## config.mk

```make
export PLATFORM = sky130hd
export DESIGN_NAME = rob_commit
export DESIGN_NICKNAME = d
export VERILOG_FILES = /design/src/rtl/rob_commit.sv
export SDC_FILE = /design/constraint.sdc
export NUM_CORES = 1
export LEC_CHECK = 0
export BUFFER_PORTS_ARGS = -buffer_cell sky130_fd_sc_hd__clkbuf_2
export CAP_MARGIN = 10
export CORE_MARGIN = 8
export CORE_UTILIZATION = 55
export CTS_BUF_LIST = sky130_fd_sc_hd__clkbuf_4 sky130_fd_sc_hd__clkbuf_8 sky130_fd_sc_hd__clkbuf_16
export DETAILED_ROUTE_END_ITERATION = 6
export GPL_TIMING_DRIVEN = 0
export HOLD_SLACK_MARGIN = 0.05
export PLACE_DENSITY = 0.84
export SLEW_MARGIN = 20
export SYNTH_ARGS = -nofsm -noshare
export SYNTH_HDL_FRONTEND = slang
export SYNTH_SLANG_ARGS = --single-unit
export TNS_END_PERCENT = 20
```

## constraint.sdc

```tcl
create_clock -name clk1 -period 4.3 [get_ports clk1]
set_input_delay 0.43 -clock clk1 [delete_from_list [all_inputs] [get_ports clk1]]
set_output_delay 0.43 -clock clk1 [all_outputs]
set_load 0.02 [all_outputs]
```

## src/rtl/rob_commit.sv

```systemverilog
// rob_commit
// Eight-entry reorder buffer. Issue allocates an entry at the tail and
// receives its index as a tag. The execution unit writes results back by
// tag in any order. Completed entries are retired from the head in program
// order, one registered commit per cycle.
//
// Ports:
//   clk1          clock, all state changes on the rising edge
//   rst_n         asynchronous active-low reset
//   flush         synchronous clear of every entry
//   alloc_valid   issue requests a new entry
//   alloc_rd      destination register of the allocating instruction
//   alloc_ready   combinational, high while the buffer is not full
//   alloc_tag     combinational, tag handed to the allocating instruction
//   wb_valid      execution result valid
//   wb_tag        entry index of the result
//   wb_data       result value
//   commit_valid  registered, one-cycle pulse per retired entry
//   commit_tag    registered, tag of the retired entry
//   commit_rd     registered, destination register of the retired entry
//   commit_data   registered, value for the register bank
//   count         registered, number of occupied entries (0..8)
//   empty         combinational, high when count is zero
module rob_commit #(
   parameter int DEPTH = 8,
   parameter int DW    = 8,
   parameter int RW    = 4
) (
   input  logic          clk1,
   input  logic          rst_n,
   input  logic          flush,
   input  logic          alloc_valid,
   input  logic [RW-1:0] alloc_rd,
   output logic          alloc_ready,
   output logic [2:0]    alloc_tag,
   input  logic          wb_valid,
   input  logic [2:0]    wb_tag,
   input  logic [DW-1:0] wb_data,
   output logic          commit_valid,
   output logic [2:0]    commit_tag,
   output logic [RW-1:0] commit_rd,
   output logic [DW-1:0] commit_data,
   output logic [3:0]    count,
   output logic          empty
);

   localparam logic [3:0] FULL_COUNT = 4'(DEPTH);

   logic [DEPTH-1:0] r_busy;
   logic [DEPTH-1:0] r_done;
   logic [RW-1:0]    r_rd   [DEPTH];
   logic [DW-1:0]    r_data [DEPTH];
   logic [2:0]       r_head;
   logic [2:0]       r_tail;
   logic [3:0]       r_count;
   logic             r_commit_valid;
   logic [2:0]       r_commit_tag;
   logic [RW-1:0]    r_commit_rd;
   logic [DW-1:0]    r_commit_data;

   logic w_alloc;
   logic w_wb;
   logic w_commit;

   // Head and tail coincide both when empty and when full, so fullness is
   // judged from the count alone. A full buffer refuses allocation even in
   // a cycle that retires, because readiness comes from the registered count.
   // Writeback and commit both look at registered busy/done bits, which is
   // why a writeback to the tail being allocated is dropped and why a
   // writeback to the head only commits one edge later.
   always_comb begin
      alloc_ready = (r_count < FULL_COUNT);
      alloc_tag   = r_tail;
      empty       = (r_count == 4'd0);
      w_alloc     = alloc_valid && alloc_ready;
      w_wb        = wb_valid && r_busy[wb_tag];
      w_commit    = r_busy[r_head] && r_done[r_head];
   end

   // Per-entry storage. The commit clear is written last so that an entry
   // retiring in the same cycle as a late writeback still ends up empty;
   // the retired values were already captured from the old contents.
   always_ff @(posedge clk1 or negedge rst_n) begin
      if (!rst_n) begin
         r_busy <= '0;
         r_done <= '0;
         for (int i = 0; i < DEPTH; i++) begin
            r_rd[i]   <= '0;
            r_data[i] <= '0;
         end
      end else if (flush) begin
         r_busy <= '0;
         r_done <= '0;
      end else begin
         if (w_alloc) begin
            r_busy[r_tail] <= 1'b1;
            r_done[r_tail] <= 1'b0;
            r_rd[r_tail]   <= alloc_rd;
         end
         if (w_wb) begin
            r_done[wb_tag] <= 1'b1;
            r_data[wb_tag] <= wb_data;
         end
         if (w_commit) begin
            r_busy[r_head] <= 1'b0;
            r_done[r_head] <= 1'b0;
         end
      end
   end

   // Pointers and occupancy. The 3-bit pointers wrap naturally from 7 to 0,
   // and an allocate paired with a commit leaves the count where it was.
   always_ff @(posedge clk1 or negedge rst_n) begin
      if (!rst_n) begin
         r_head  <= '0;
         r_tail  <= '0;
         r_count <= '0;
      end else if (flush) begin
         r_head  <= '0;
         r_tail  <= '0;
         r_count <= '0;
      end else begin
         if (w_alloc) begin
            r_tail <= r_tail + 3'd1;
         end
         if (w_commit) begin
            r_head <= r_head + 3'd1;
         end
         case ({w_alloc, w_commit})
            2'b10:   r_count <= r_count + 4'd1;
            2'b01:   r_count <= r_count - 4'd1;
            default: r_count <= r_count;
         endcase
      end
   end

   // Registered commit port. Flush only kills the valid pulse; the payload
   // keeps whatever was last retired so the register bank sees stable data.
   always_ff @(posedge clk1 or negedge rst_n) begin
      if (!rst_n) begin
         r_commit_valid <= 1'b0;
         r_commit_tag   <= '0;
         r_commit_rd    <= '0;
         r_commit_data  <= '0;
      end else if (flush) begin
         r_commit_valid <= 1'b0;
      end else begin
         r_commit_valid <= w_commit;
         if (w_commit) begin
            r_commit_tag  <= r_head;
            r_commit_rd   <= r_rd[r_head];
            r_commit_data <= r_data[r_head];
         end
      end
   end

   assign commit_valid = r_commit_valid;
   assign commit_tag   = r_commit_tag;
   assign commit_rd    = r_commit_rd;
   assign commit_data  = r_commit_data;
   assign count        = r_count;

endmodule

```

==> Yosys cells after proc, flatten, opt, wreduce, memory -nomap -nowiden <==
Cells that the tools add are included.
{ "classes": {"n_bitwise": 11, "magnitude_cmp": 12, "eq_ne": 2, "n_mux": 41, "shifts": 0, "n_mul": 0, "reduce_logical": 15, "div": 0, "addsub": 4} }
{ "op_table": {"columns": ["op", "n"], "rows": [
  ["8-bit 2-to-1 mux", 13],
  ["64-bit bitwise mux", 1],
  ["32-bit bitwise mux", 1],
  ["8-bit bitwise AND", 3],
  ["8-bit binary-select mux with 3-bit select", 1],
  ["8-bit demux with 3-bit select", 1],
  ["4-bit 2-to-1 mux", 4],
  ["8-bit NOT", 2],
  ["8-bit bitwise OR", 2],
  ["4-bit binary-select mux with 3-bit select", 1],
  ["4-bit demux with 3-bit select", 1],
  ["4-bit >= comparator, second input constant", 3],
  ["3-bit by 4-bit less-than comparator with 1-bit output, second input constant", 3],
  ["3-bit 2-to-1 mux", 4],
  ["3-bit NOT with 4-bit output", 3],
  ["1-bit binary-select mux with 3-bit select", 3],
  ["1-bit demux with 3-bit select", 3],
  ["3-bit by 1-bit >= comparator with 1-bit output, second input constant", 3],
  ["1-bit logical AND", 8],
  ["4-bit by 1-bit less-than comparator with 1-bit output, second input constant", 2],
  ["4-bit case mux with 2 select lines", 1],
  ["1-bit 2-to-1 mux", 7],
  ["3-bit by 1-bit adder with 3-bit output, second input constant", 2],
  ["2-bit AND reduction", 3],
  ["other kinds (9)", 10]
]} }
{ "totals": {"mem_bits_ro": 0, "ram_bits": 0, "latch_bits": 0, "regBits": 138, "mem_count": 0, "output_inout_bits": 25} }

==> Depth between registers and ports, before layout <==
Gate-level depths: netlist of run 1.
{ "depth": {"ltp_word": 14, "mapped_depth": 10, "depth_no_buf": 9} }

==> Worst setup path after synthesis of run 1 <==
Ideal clock, no wire load.
{ "synth_path": {"path_kind": "reg2reg", "startpoint": "reg r_head[2]", "endpoint": "reg r_count[3] (netlist: count[3])", "path_slack_ns": 1.914, "arrival_ns": 2.255, "synth_period_minus_slack_ns": 2.386, "path_buffers": 1, "stages_incl_launch_ff": 10, "required_time_ns": 4.169, "cell_sequence": "dfrtp_1 -> clkbuf_1 -> and2_1 -> o21a_1 -> o31ai_1 -> inv_1 -> ha_1 -> a31o_2 -> a211oi_1 -> a211oi_1"} }
{ "synth_between": {"elab_chain_cells": 6} }
{ "synth_rtl": {"columns": ["element", "line_no", "rtl"], "rows": [
  ["from (decl)", "53", "logic [2:0] r_head;"],
  ["from (signal assigned)", "127", "r_head <= r_head + 3'd1;"],
  ["1-bit binary-select mux with 3-bit select", "77", "w_commit = r_busy[r_head] && r_done[r_head];"],
  ["1-bit 2-to-1 mux (not written as such)", "77", null],
  ["1-bit logical AND (*)", "77", null],
  ["2-bit by 1-bit equality test with 1-bit output / 2-bit equality test (equally long branches)", "129", "case ({w_alloc, w_commit})"],
  ["4-bit case mux with 2 select lines", "129", null],
  ["4-bit 2-to-1 mux", "118", "end else if (flush) begin"],
  ["to (signal assigned)", "130", "2'b10: r_count <= r_count + 4'd1;"],
  ["to (signal assigned)", "131", "2'b01: r_count <= r_count - 4'd1;"],
  ["to (signal assigned)", "132", "default: r_count <= r_count;"],
  ["to (decl)", "55", "logic [3:0] r_count;"]
]} }
Every way passes the cells marked *; elsewhere a longest branch is shown, timed or not. The select of a mux whose other input is x is not followed.
A chain may end at the register's enable or synchronous reset.

==> Final worst setup path of run 1 <==
{ "layout_path": {"startpoint": "reg r_head[0]", "endpoint": "reg r_commit_data[6] (netlist: commit_data[6])"} }
{ "layout_between": {"elab_chain_cells": 4} }
{ "layout_rtl": {"columns": ["element", "line_no", "rtl"], "rows": [
  ["1-bit binary-select mux with 3-bit select / 3-bit NOT with 4-bit output (equally long branches)", "77, 152", null],
  ["1-bit 2-to-1 mux (not written as such) / 8-bit binary-select mux with 3-bit select (equally long branches)", "77, 152", null],
  ["1-bit logical AND / 8-bit 2-to-1 mux (equally long branches)", "77, 152", null],
  ["2-bit AND reduction (no line) / 8-bit 2-to-1 mux (equally long branches)", null, null],
  ["to (signal assigned)", "152", "r_commit_data <= r_data[r_head];"],
  ["to (decl)", "59", "logic [DW-1:0] r_commit_data;"]
]} }
Parallel ways exist; a longest one is shown, timed or not. The select of a mux whose other input is x is not followed.

==> results.md, run 1 <==
* Least-Margin Pin Slew at 1.00 ns
* Crit-path max FO at 10
* Placed cell count at 656
* CTS max path bufs at 2
* Synth Warn # at 0
* IO Count at 45
* Vias at 4,228
* Count leader, synth: dfrtp_1
* Clock slew at reported path FFs at 0.05 ns
* VDD IR max at 336 uV
* IO Port Bufs at 41
* Syn Inst Count at 471
* Post-synth EDFFs at 0
* Postcts setup bufs at 0
* Commonest cells in the netlist: 138 x dfrtp_1, 100 x mux2_2, 28 x nand2_1, 25 x mux4_2, 25 x nor2_1
* Setup_tns at 0 ns
* Crit-path cells: buf_2 -> nand3b_1 -> a21oi_1 -> o31ai_2 -> clkbuf_1 -> o21ai_0
* Post-route clock skew at 0.00775 ns
* Final Hold Viols at 0
* Max incr delay on CP at 0.88 ns
* DRC viols at 0
* Max Cap Viol at 0
* Gr usage total at 20.6%
* Global-route wire length before repair at 23,400 um
* Starting DRC count in detailed routing at 426
* Cts-stage hold buffer count at 1
* Layout Cells excl Fill at 684
* CTS sink cnt at 138
* Min cycle time layout at 2.90 ns
* Leak at 3.48 nW
* Fin crit share at 67.5%
* Synth area leaders: dfrtp_1 54%, mux2_2 17%, mux4_2 8.7%
* DR WL/cell at 21.5 um
* Syn nets at 495
* Synth unique cells at 47
* Final HPWL DP at 10,200 um
* Area share of the largest cell type after synthesis at 53.6%
* Worst EP required at 4.56 ns
* Area leader, netlist: dfrtp_1
* Clock root buffer: clkbuf_16
* Avg Cell Area, Syn at 13.7 um2
* Top delay family on crit path: compound AO/OA/AOI/OAI gates
* Post-synthesis sequential area ratio at 53.6%
* Area Growth Syn to Fin at 15.2%
* Fmax at 344 MHz
* Final ANT Viol Nets at 0
* Initial Util at 56.4%
* Die Ht at 124 um
* Hold WC Path Type: primary input to register
* Post-synth ARST share at 100%
* Total congestion overflow at 0
* Die ar. at 15,400 um2
* RSZ-0062 raised after global routing: no
* Worst EP arrival at 3.16 ns
* Max Transition Viols Final at 0
* Routed WL at 14,700 um
* Bufs and invs on worst path at 2
* # H-tree levels at 4
* Ant diodes at 0
* Clk Latency, worst-skew pair at 0.42 ns
* Area of the mapped netlist at 6440 um2
* DR pass1 iterations at 5
* # nets final at 557
* Initial antenna violation count at 0
* Slowest-stage cell, CP: o31ai_2
* Status: complete, no violations
* Crit path launch type: register
* CP Class: register to register
* Crit path capture type: register
* Largest net degree at the start of global routing at 83
* Vias per cell at 6.18
* Final setup fails at 0
* Final GP Congestion at 0.911
* Core ar. at 11,400 um2
* CTS tree: yes
* Vias in the first global route at 4,347
* CTS Buf Count at 17
* Post-synth top flop: dfrtp_1
* Layout cell share with drive strength beyond 1 at 39.9%
* FP Rows at 39
* Pwr dens at 413 nW/um2
* Max-slew headroom at 32.9%
* FF+latch count, synth at 138
* Post-CTS sizing at 0
* Die X-Extent at 124 um
-- registers in the layout, summed over array words and instances, names as in the netlist --
signal,flops
count,4
commit_tag,3
r_rd,32
commit_data,8
commit_rd,4
r_data,64
commit_valid,1
alloc_tag,3
r_busy,8
r_head,3
r_done,8
-- final timing paths --
path / slack [ns] / from / end / cells past startpoint
setup / recovery: 1.40 / r_head[0] / commit_data[6] / 6
hold / removal: 0.35 / wb_data[7] / r_data[15] / 2
setup reg to reg: 1.40 / r_head[0] / commit_data[6] / 6
hold reg to reg: 0.48 / commit_data[0] / commit_data[0] / 2
max in group asynchronous: 3.01 / rst_n / r_data[28] / 3
min in group asynchronous: 0.54 / rst_n / count[3] / 2
-- metal layers --
metal | GRT usage, % | vias up | wire length [um]
li1 | - | 1864 | -
met1 | 25.8 | 2184 | 6090
met2 | 32.7 | 150 | 7400
met3 | 5.49 | 30 | 850
met4 | 10.3 | 0 | 374
met5 | 0 | - | 0
-- through the flow --
| step | power (mW) | hold WS, ns | setup WS (ns) | cell area [um2] | util [%] |
|---|---|---|---|---|---|
| floorplan | 1.62 | 0.134 | 1.91 | 6440 | - |
| global placement | 1.70 | 0.465 | 0.779 | 6820 | 59.8 |
| global route | 3.18 | 0.347 | 1.26 | 7420 | 65.0 |
| finish | 3.07 | 0.352 | 1.40 | 7420 | 65.0 |
| CTS | 3.09 | 0.329 | 1.37 | 7420 | 65.0 |
| detailed placement | 1.73 | 0.422 | 1.38 | 6860 | 60.1 |
-- layout make-up --
class | count | area (um2)
fillers | 809 | 4000
repair buffers | 43 | 251
multi-input cells | 305 | 2870
well taps | 143 | 179
inverters | 9 | 33.8
flip-flops and latches | 138 | 3450
clock inverters | 3 | 40.0
plain buffers | 19 | 81.3
clock buffers | 24 | 509
-- worst reg2reg max path, cell delays in order, from the launching register on --
cell,delay [ns]
dfrtp_1,0.44
buf_2,0.32
nand3b_1,0.15
a21oi_1,0.12
o31ai_2,0.88
clkbuf_1,0.59
o21ai_0,0.24
-- power by group --
group | internal (mW) | switching [mW]
Clock | 0.865 | 0.496
Combinational | 0.133 | 0.121
Sequential | 1.39 | 0.0566
-- cell usage in the layout, fill, tap and decap left out, types with 3 or more instances in the layout --
cell type / n
nand2b_1: 4
nand2_1: 28
nor2b_1: 10
xnor2_1: 3
nor2_1: 25
a31o_2: 3
mux2_2: 100
a21oi_1: 10
clkbuf_2: 40
nand2_2: 6
mux2i_1: 19
a22oi_1: 7
clkbuf_8: 6
ha_1: 4
clkbuf_16: 17
nand3_1: 6
a211oi_1: 6
buf_2: 5
inv_1: 9
dfrtp_1: 138
buf_1: 7
o21ai_0: 14
clkbuf_1: 6
mux4_2: 25
-- logic make-up after synthesis --
logic type | share of synthesized area [%]
muxes | 29.2
DFF | 53.6
and+or+nand+nor | 7.97
AOI/OAI and AO/OA | 5.97
buffers and inverters | 1.79
xor gates and xnor gates | 0.680
adders and majority gates | 0.777
No activity file was read; power rests on OpenSTA's default activity.
==> inputs of run 2 (changes only) <==
--- a/config.mk
+++ b/config.mk
@@ -5,6 +5,7 @@
 export SDC_FILE = /design/constraint.sdc
 export NUM_CORES = 1
 export LEC_CHECK = 0
+export ABC_AREA = 1
 export BUFFER_PORTS_ARGS = -buffer_cell sky130_fd_sc_hd__clkbuf_2
 export CAP_MARGIN = 10
 export CORE_MARGIN = 8
@@ -13,7 +14,7 @@
 export DETAILED_ROUTE_END_ITERATION = 6
 export GPL_TIMING_DRIVEN = 0
 export HOLD_SLACK_MARGIN = 0.05
-export PLACE_DENSITY = 0.84
+export PLACE_DENSITY = 0.86
 export SLEW_MARGIN = 20
 export SYNTH_ARGS = -nofsm -noshare
 export SYNTH_HDL_FRONTEND = slang
==> constraint.sdc (replaced) <==
create_clock -name clk1 -period 2.6 [get_ports clk1]
set_input_delay 0.26 -clock clk1 [delete_from_list [all_inputs] [get_ports clk1]]
set_output_delay 0.26 -clock clk1 [all_outputs]
set_load 0.02 [all_outputs]
==> results.md, run 2 <==
* Leak at 3.88 nW
* CTS tree: yes
* DR pass1 iterations at 7
* Final ANT Viol Nets at 0
* Routed WL at 17,700 um
* Starting DRC count in detailed routing at 590
* # H-tree levels at 4
* Fmax at 409 MHz
* Worst hold start: alloc_rd[3]
* Die Ht at 126 um
* Crit-path cells: inv_1 -> nor2_2 -> nand3_1 -> nand2_1 -> nor2_1 -> nor2_4 -> nand2_1 -> inv_1 -> ha_1 -> nand4_1 -> nand2_1 -> inv_1 -> nand3_1 -> nand3_1 -> nand2_1
* Ant diodes at 0
* CTS max path bufs at 2
* Vias in the first global route at 5,784
* Avg Cell Area, Syn at 8.02 um2
* Largest net degree at the start of global routing at 75
* Crit path capture type: register
* Post-route clock skew at 0.00829 ns
* Post-synth EDFFs at 0
* Post-synth top flop: dfrtp_1
* Layout cell share with drive strength beyond 1 at 11.1%
* Biggest regs: r_data: 64 flops, r_rd: 32 flops
* CP dominant cell by count: nand2_1
* Max incr delay on CP at 0.47 ns
* Pwr dens at 681 nW/um2
* Initial Util at 55.7%
* Top delay family on crit path: simple AND/OR/NAND/NOR gates
* Initial antenna violation count at 0
* Fill count at 1,007
* Max Transition Viols Final at 0
* Largest Register: r_data
* Area Growth Syn to Fin at 14.5%
* Worst EP required at 2.92 ns
* FP Rows at 40
* Fin crit share at 94.1%
* DRC viols at 0
* Max Cap Viol at 0
* Post-synthesis sequential area ratio at 52.2%
* Max reg flops at 64
* Number of cells on the critical path at 15
* Die ar. at 15,800 um2
* Syn nets at 848
* Multi-input logic area at 2700 um2
* CTS Buf Count at 17
* Most common cell after layout, fill and taps aside: nand2_1
* Vias at 5,885
* Setup_tns at 0 ns
* Gr usage total at 22.8%
* Synth Warn # at 0
* Count leader, synth: nand2_1
* Core ar. at 11,900 um2
* Area share of the largest cell type after synthesis at 52.2%
* VDD IR max at 376 uV
* Slowest-stage cell, CP: dfrtp_1
* Die X-Extent at 126 um
* CTS sink cnt at 138
* Commonest cells in the netlist: 248 x nand2_1, 138 x dfrtp_1, 135 x o21ai_0, 71 x inv_1, 62 x nor2_1
* Status: complete, no violations
* Worst r2r path cells at 15
* Final setup fails at 0
* R2R Setup Slk at 0.15 ns
* DR WL/cell at 17.1 um
* IO Port Bufs at 36
* Total congestion overflow at 0
* Power, Total at 5.15 mW
* # nets final at 905
* Clock root buffer: clkbuf_16
* Final GP Congestion at 0.947
* Vias per cell at 5.69
* CP Class: register to register
* Min cycle time layout at 2.45 ns
* Synth unique cells at 34
* Clock slew at reported path FFs at 0.06 ns
* Bufs and invs on worst path at 3
* Area of the mapped netlist at 6610 um2
* Area leader, netlist: dfrtp_1
* Synth area leaders: dfrtp_1 52%, nand2_1 14%, o21ai_0 10%
* Clk Latency, worst-skew pair at 0.42 ns
* FF+latch count, synth at 138
* Least-Margin Pin Slew at 0.592 ns
* R2r startpoint: r_head[1]
* Max-slew headroom at 60.5%
* CP endpoint: count[3]
* Hold WC Path Type: primary input to register
* Final HPWL DP at 12,500 um
* Syn Inst Count at 824
* Global-route wire length before repair at 28,700 um
* RSZ-0062 raised after global routing: no
* Critical Path Source: r_head[1]
* Crit path launch type: register
* Commonest non-fill, non-tap cells in the layout: 248 x nand2_1, 138 x dfrtp_1, 135 x o21ai_0
* Crit-path max FO at 8
* Worst flop-to-flop path endpoint: count[3]
* Post-synth ARST share at 100%
* Final Hold Viols at 0
* IO Count at 45
* Worst EP arrival at 2.76 ns
* Reg area at 3450 um2
==> run 2: cell count changes in the layout (fill, tap and decap cells not counted), moves of 8 or more <==
cell,previous run,this run
nand2_1,28,248
o21ai_0,14,135
mux2_2,100,0
inv_1,9,71
nor2_1,25,58
mux4_2,25,0
mux2i_1,19,0
o211ai_1,0,17
o21ai_1,0,17
nand3_1,6,21
clkbuf_1,6,18
nor2b_1,10,0
a21oi_1,10,19
nor2_2,0,8
==> run 2: worst reg2reg max path, cell delays in order (launching register included) <==
cell     delay [ns]
dfrtp_1        0.47
inv_1          0.13
nor2_2         0.35
nand3_1        0.14
nand2_1        0.10
nor2_1         0.06
nor2_4         0.21
nand2_1        0.15
inv_1          0.08
ha_1           0.25
nand4_1        0.11
nand2_1        0.06
inv_1          0.06
nand3_1        0.06
nand3_1        0.08
nand2_1        0.05
==> run 2: worst min path at each step <==
stage	to	slack, ns	depth (start not counted)
2_1_floorplan	alloc_tag[0]	-0.04	0
3_3_place_gp	commit_data[0]	0.45	2
3_5_place_dp	count[0]	0.28	1
4_1_cts	alloc_tag[1]	0.20	2
5_1_grt	alloc_tag[1]	0.22	2
6_report	r_rd[7]	0.22	3
==> run 2: kinds of logic after synthesis <==
family,count (synthesis),synth area share (%)
fa+ha+maj,4,0.757
buf+inv,116,7.10
compound gates,213,17.9
xor+xnor,1,0.133
flops,138,52.2
simple gates,352,21.9
==> run 2: final cells by class <==
| cell class | count | share of cell area [%] |
|---|---|---|
| Inverter | 76 | 3.77 |
| Timing Repair Buffer | 38 | 2.99 |
| Clock buffer | 21 | 6.10 |
| Tap cell | 147 | 2.43 |
| Multi-Input combinational cell | 570 | 35.6 |
| Clock inverter | 5 | 0.992 |
| Buffer | 40 | 2.43 |
| Sequential cell | 138 | 45.6 |
==> run 2: through the flow <==
stage          cell area (um2)  std cells  hold WS [ns]  util (%)  worst slack [ns]
4_1_cts                   7560       1035         0.204      63.7            0.0779
3_3_place_gp              6970       1007         0.455      58.8            -0.935
5_1_grt                   7570       1035         0.225      63.8           0.00145
6_report                  7570       1035         0.219      63.8             0.153
2_1_floorplan             6610        824       -0.0356         -             0.506
3_5_place_dp              7010       1008         0.284      59.1            0.0928
==> run 2: where the power goes <==
| part | switching (mW) | internal [mW] | total, mW |
|---|---|---|---|
| clock | 0.846 | 1.43 | 2.27 |
| combinational | 0.309 | 0.139 | 0.449 |
| sequential | 0.0951 | 2.34 | 2.43 |
==> run 2: repair_timing <==
item	4_1_cts	5_1_grt
endpoints found under the hold margin	64	0
setup endpoints to repair	0	13
buffers inserted	0	0
resized for setup	0	4
hold buffers	1	0
==> run 2: layer usage <==
| metal | vias to the layer above | global-route usage (%) | wire [um] |
|---|---|---|---|
| li1 | 2786 | - | - |
| met1 | 2787 | 28.8 | 7540 |
| met2 | 272 | 35.4 | 8110 |
| met3 | 40 | 6.41 | 1570 |
| met4 | 0 | 11.7 | 469 |
| met5 | - | 0 | 0 |
==> inputs of run 3 (changes only) <==
--- a/config.mk
+++ b/config.mk
@@ -15,8 +15,9 @@
 export GPL_TIMING_DRIVEN = 0
 export HOLD_SLACK_MARGIN = 0.05
 export PLACE_DENSITY = 0.86
+export RECOVER_POWER = 50
 export SLEW_MARGIN = 20
 export SYNTH_ARGS = -nofsm -noshare
 export SYNTH_HDL_FRONTEND = slang
 export SYNTH_SLANG_ARGS = --single-unit
-export TNS_END_PERCENT = 20
+export TNS_END_PERCENT = 50
==> results.md, run 3 (same netlist as run 2, synthesis figures left out) <==
* Die Ht at 126 um
* R2r startpoint: r_head[0]
* Worst hold start: alloc_rd[3]
* Commonest non-fill, non-tap cells in the layout: 248 x nand2_1, 138 x dfrtp_1, 135 x o21ai_0
* CP dominant cell by count: nand2_1
* CTS tree: yes
* DR WL/cell at 17.1 um
* Sw Ratio at 24.2%
* Max Cap Viol at 1
* # nets final at 905
* Vias per cell at 5.72
* Initial antenna violation count at 0
* Final HPWL DP at 12,500 um
* Largest Register: r_data
* Failing checks: capacitance limit, slew limit
* Clock slew at reported path FFs at 0.06 ns
* RSZ-0062 raised after global routing: no
* Routed WL at 17,700 um
* Final Util at 63.4%
* Biggest regs: r_data: 64 flops, r_rd: 32 flops
* CTS Buf Count at 17
* Crit path launch type: register
* Pwr dens at 684 nW/um2
* Max-slew headroom at -6.10%
* Gr usage total at 22.8%
* Fin crit share at 93.9%
* Final Hold Viols at 0
* Hold WC Path Type: primary input to register
* Slowest-stage cell, CP: dfrtp_1
* Final setup fails at 0
* Die ar. at 15,800 um2
* WHS Endpoint: r_rd[31]
* DRC viols at 0
* CTS sink cnt at 138
* Least-Margin Pin Slew at 1.59 ns
* Worst EP required at 2.91 ns
* Clk Latency, worst-skew pair at 0.42 ns
* Vias at 5,919
* Fmax at 410 MHz
* Most common cell after layout, fill and taps aside: nand2_1
* Power, Total at 5.14 mW
* Global-route wire length before repair at 28,700 um
* Die X-Extent at 126 um
* Max Transition Viols Final at 66
* Crit-path cells: clkbuf_2 -> inv_2 -> buf_4 -> nand2_1 -> nand3_1 -> nand2_1 -> nor2_1 -> nor2_4 -> nand2_1 -> inv_1 -> ha_1 -> nand2_1 -> inv_1 -> nand3_1 -> nand2_1 -> nand2_1 -> nand3_1 -> nand2_1
* CP Class: register to register
* Net Switching at 1.25 mW
* Postcts setup bufs at 0
* CTS max path bufs at 2
* R2R Setup Slk at 0.16 ns
* Initial Util at 55.7%
* Core ar. at 11,900 um2
* FP Rows at 40
* Total congestion overflow at 0
* Ant diodes at 0
* Final ANT Viol Nets at 0
* DR pass1 iterations at 5
* Worst Hold Path Cells at 3
* Sequential share of power at 47.3%
* Vias in the first global route at 5,784
* Post-route clock skew at 0.00947 ns
* # H-tree levels at 4
* Crit path capture type: register
* Setup_tns at 0 ns
* Starting DRC count in detailed routing at 606
* Crit-path max FO at 10
* Combinational share of power at 8.6%
* Max reg flops at 64
* Worst EP arrival at 2.75 ns
* IO Count at 45
* VDD IR max at 377 uV
* Worst flop-to-flop path endpoint: count[3]
* Final GP Congestion at 0.947
* Min cycle time layout at 2.44 ns
* Largest net degree at the start of global routing at 75
* Clock network fraction of total power at 44.1%
* Leak at 3.81 nW
* Clock root buffer: clkbuf_16
* Max incr delay on CP at 0.38 ns
* Area Growth Syn to Fin at 13.8%
* IO Port Bufs at 36
* Layout cell share with drive strength beyond 1 at 9.23%
* Status: finished with violations
* Worst r2r path cells at 18
* Cell-internal power at 3.90 mW
run 3: power groups by stage:
stage / Sequential [mW] / Clock (mW) / Combinational, mW
2_1_floorplan: 2.46 / 0 / 0.253
3_3_place_gp: 2.46 / 0 / 0.420
3_5_place_dp: 2.46 / 0 / 0.441
4_1_cts: 2.43 / 2.27 / 0.447
5_1_grt: 2.45 / 2.35 / 0.502
6_report: 2.43 / 2.27 / 0.443
run 3: final cells by class:
| cell class | count | area, um2 |
|---|---|---|
| Timing Repair Buffer | 38 | 180 |
| Buffer | 40 | 184 |
| Fill cell | 1024 | 4340 |
| Clock inverter | 5 | 75.1 |
| Multi-Input combinational cell | 570 | 2700 |
| Clock buffer | 21 | 462 |
| Tap cell | 147 | 184 |
| Inverter | 76 | 285 |
| Sequential cell | 138 | 3450 |
run 3: critical path: cells and delay by family (launching register included):
kind	cells	cell delay [ns]
adder cells (fa/ha/maj)	1	0.32
AND/OR/NAND/NOR	12	0.98
buffers and inverters	5	0.66
flip-flops	1	0.38
run 3: per-stage QoR:
| stage | worst slack (ns) | cell area [um2] | std cells | hold slack (ns) |
|---|---|---|---|---|
| 2_1_floorplan | 0.506 | 6610 | 824 | -0.0356 |
| 3_3_place_gp | -0.935 | 6970 | 1007 | 0.455 |
| 3_5_place_dp | 0.0928 | 7010 | 1008 | 0.284 |
| 4_1_cts | 0.0779 | 7560 | 1035 | 0.204 |
| 5_1_grt | 0.00145 | 7520 | 1035 | 0.225 |
| 6_report | 0.158 | 7520 | 1035 | 0.219 |
run 3: layer usage:
| layer | global-route usage (%) | vias up | part of all wire [%] |
|---|---|---|---|
| met5 | 0 | - | 0 |
| met4 | 11.7 | 0 | 2.7 |
| met3 | 6.41 | 43 | 9.0 |
| met2 | 35.4 | 259 | 46 |
| met1 | 28.8 | 2830 | 42 |
| li1 | - | 2787 | - |
run 3: worst max path at each step:
stage | cells past startpoint | to | from
after floorplan | 18 | count[3] | r_head[0]
after global placement | 1 | r_data[9] | rst_n
after detailed placement | 15 | count[3] | r_head[1]
after CTS | 15 | count[3] | r_head[1]
final | 18 | count[3] | r_head[0]
after global routing | 15 | count[3] | r_head[1]
run 3: repair_timing:
action,in CTS,in global routing
hold endpoints to repair,64,0
resized for setup,0,4
hold buffers,1,0
endpoints found under the setup margin,0,13
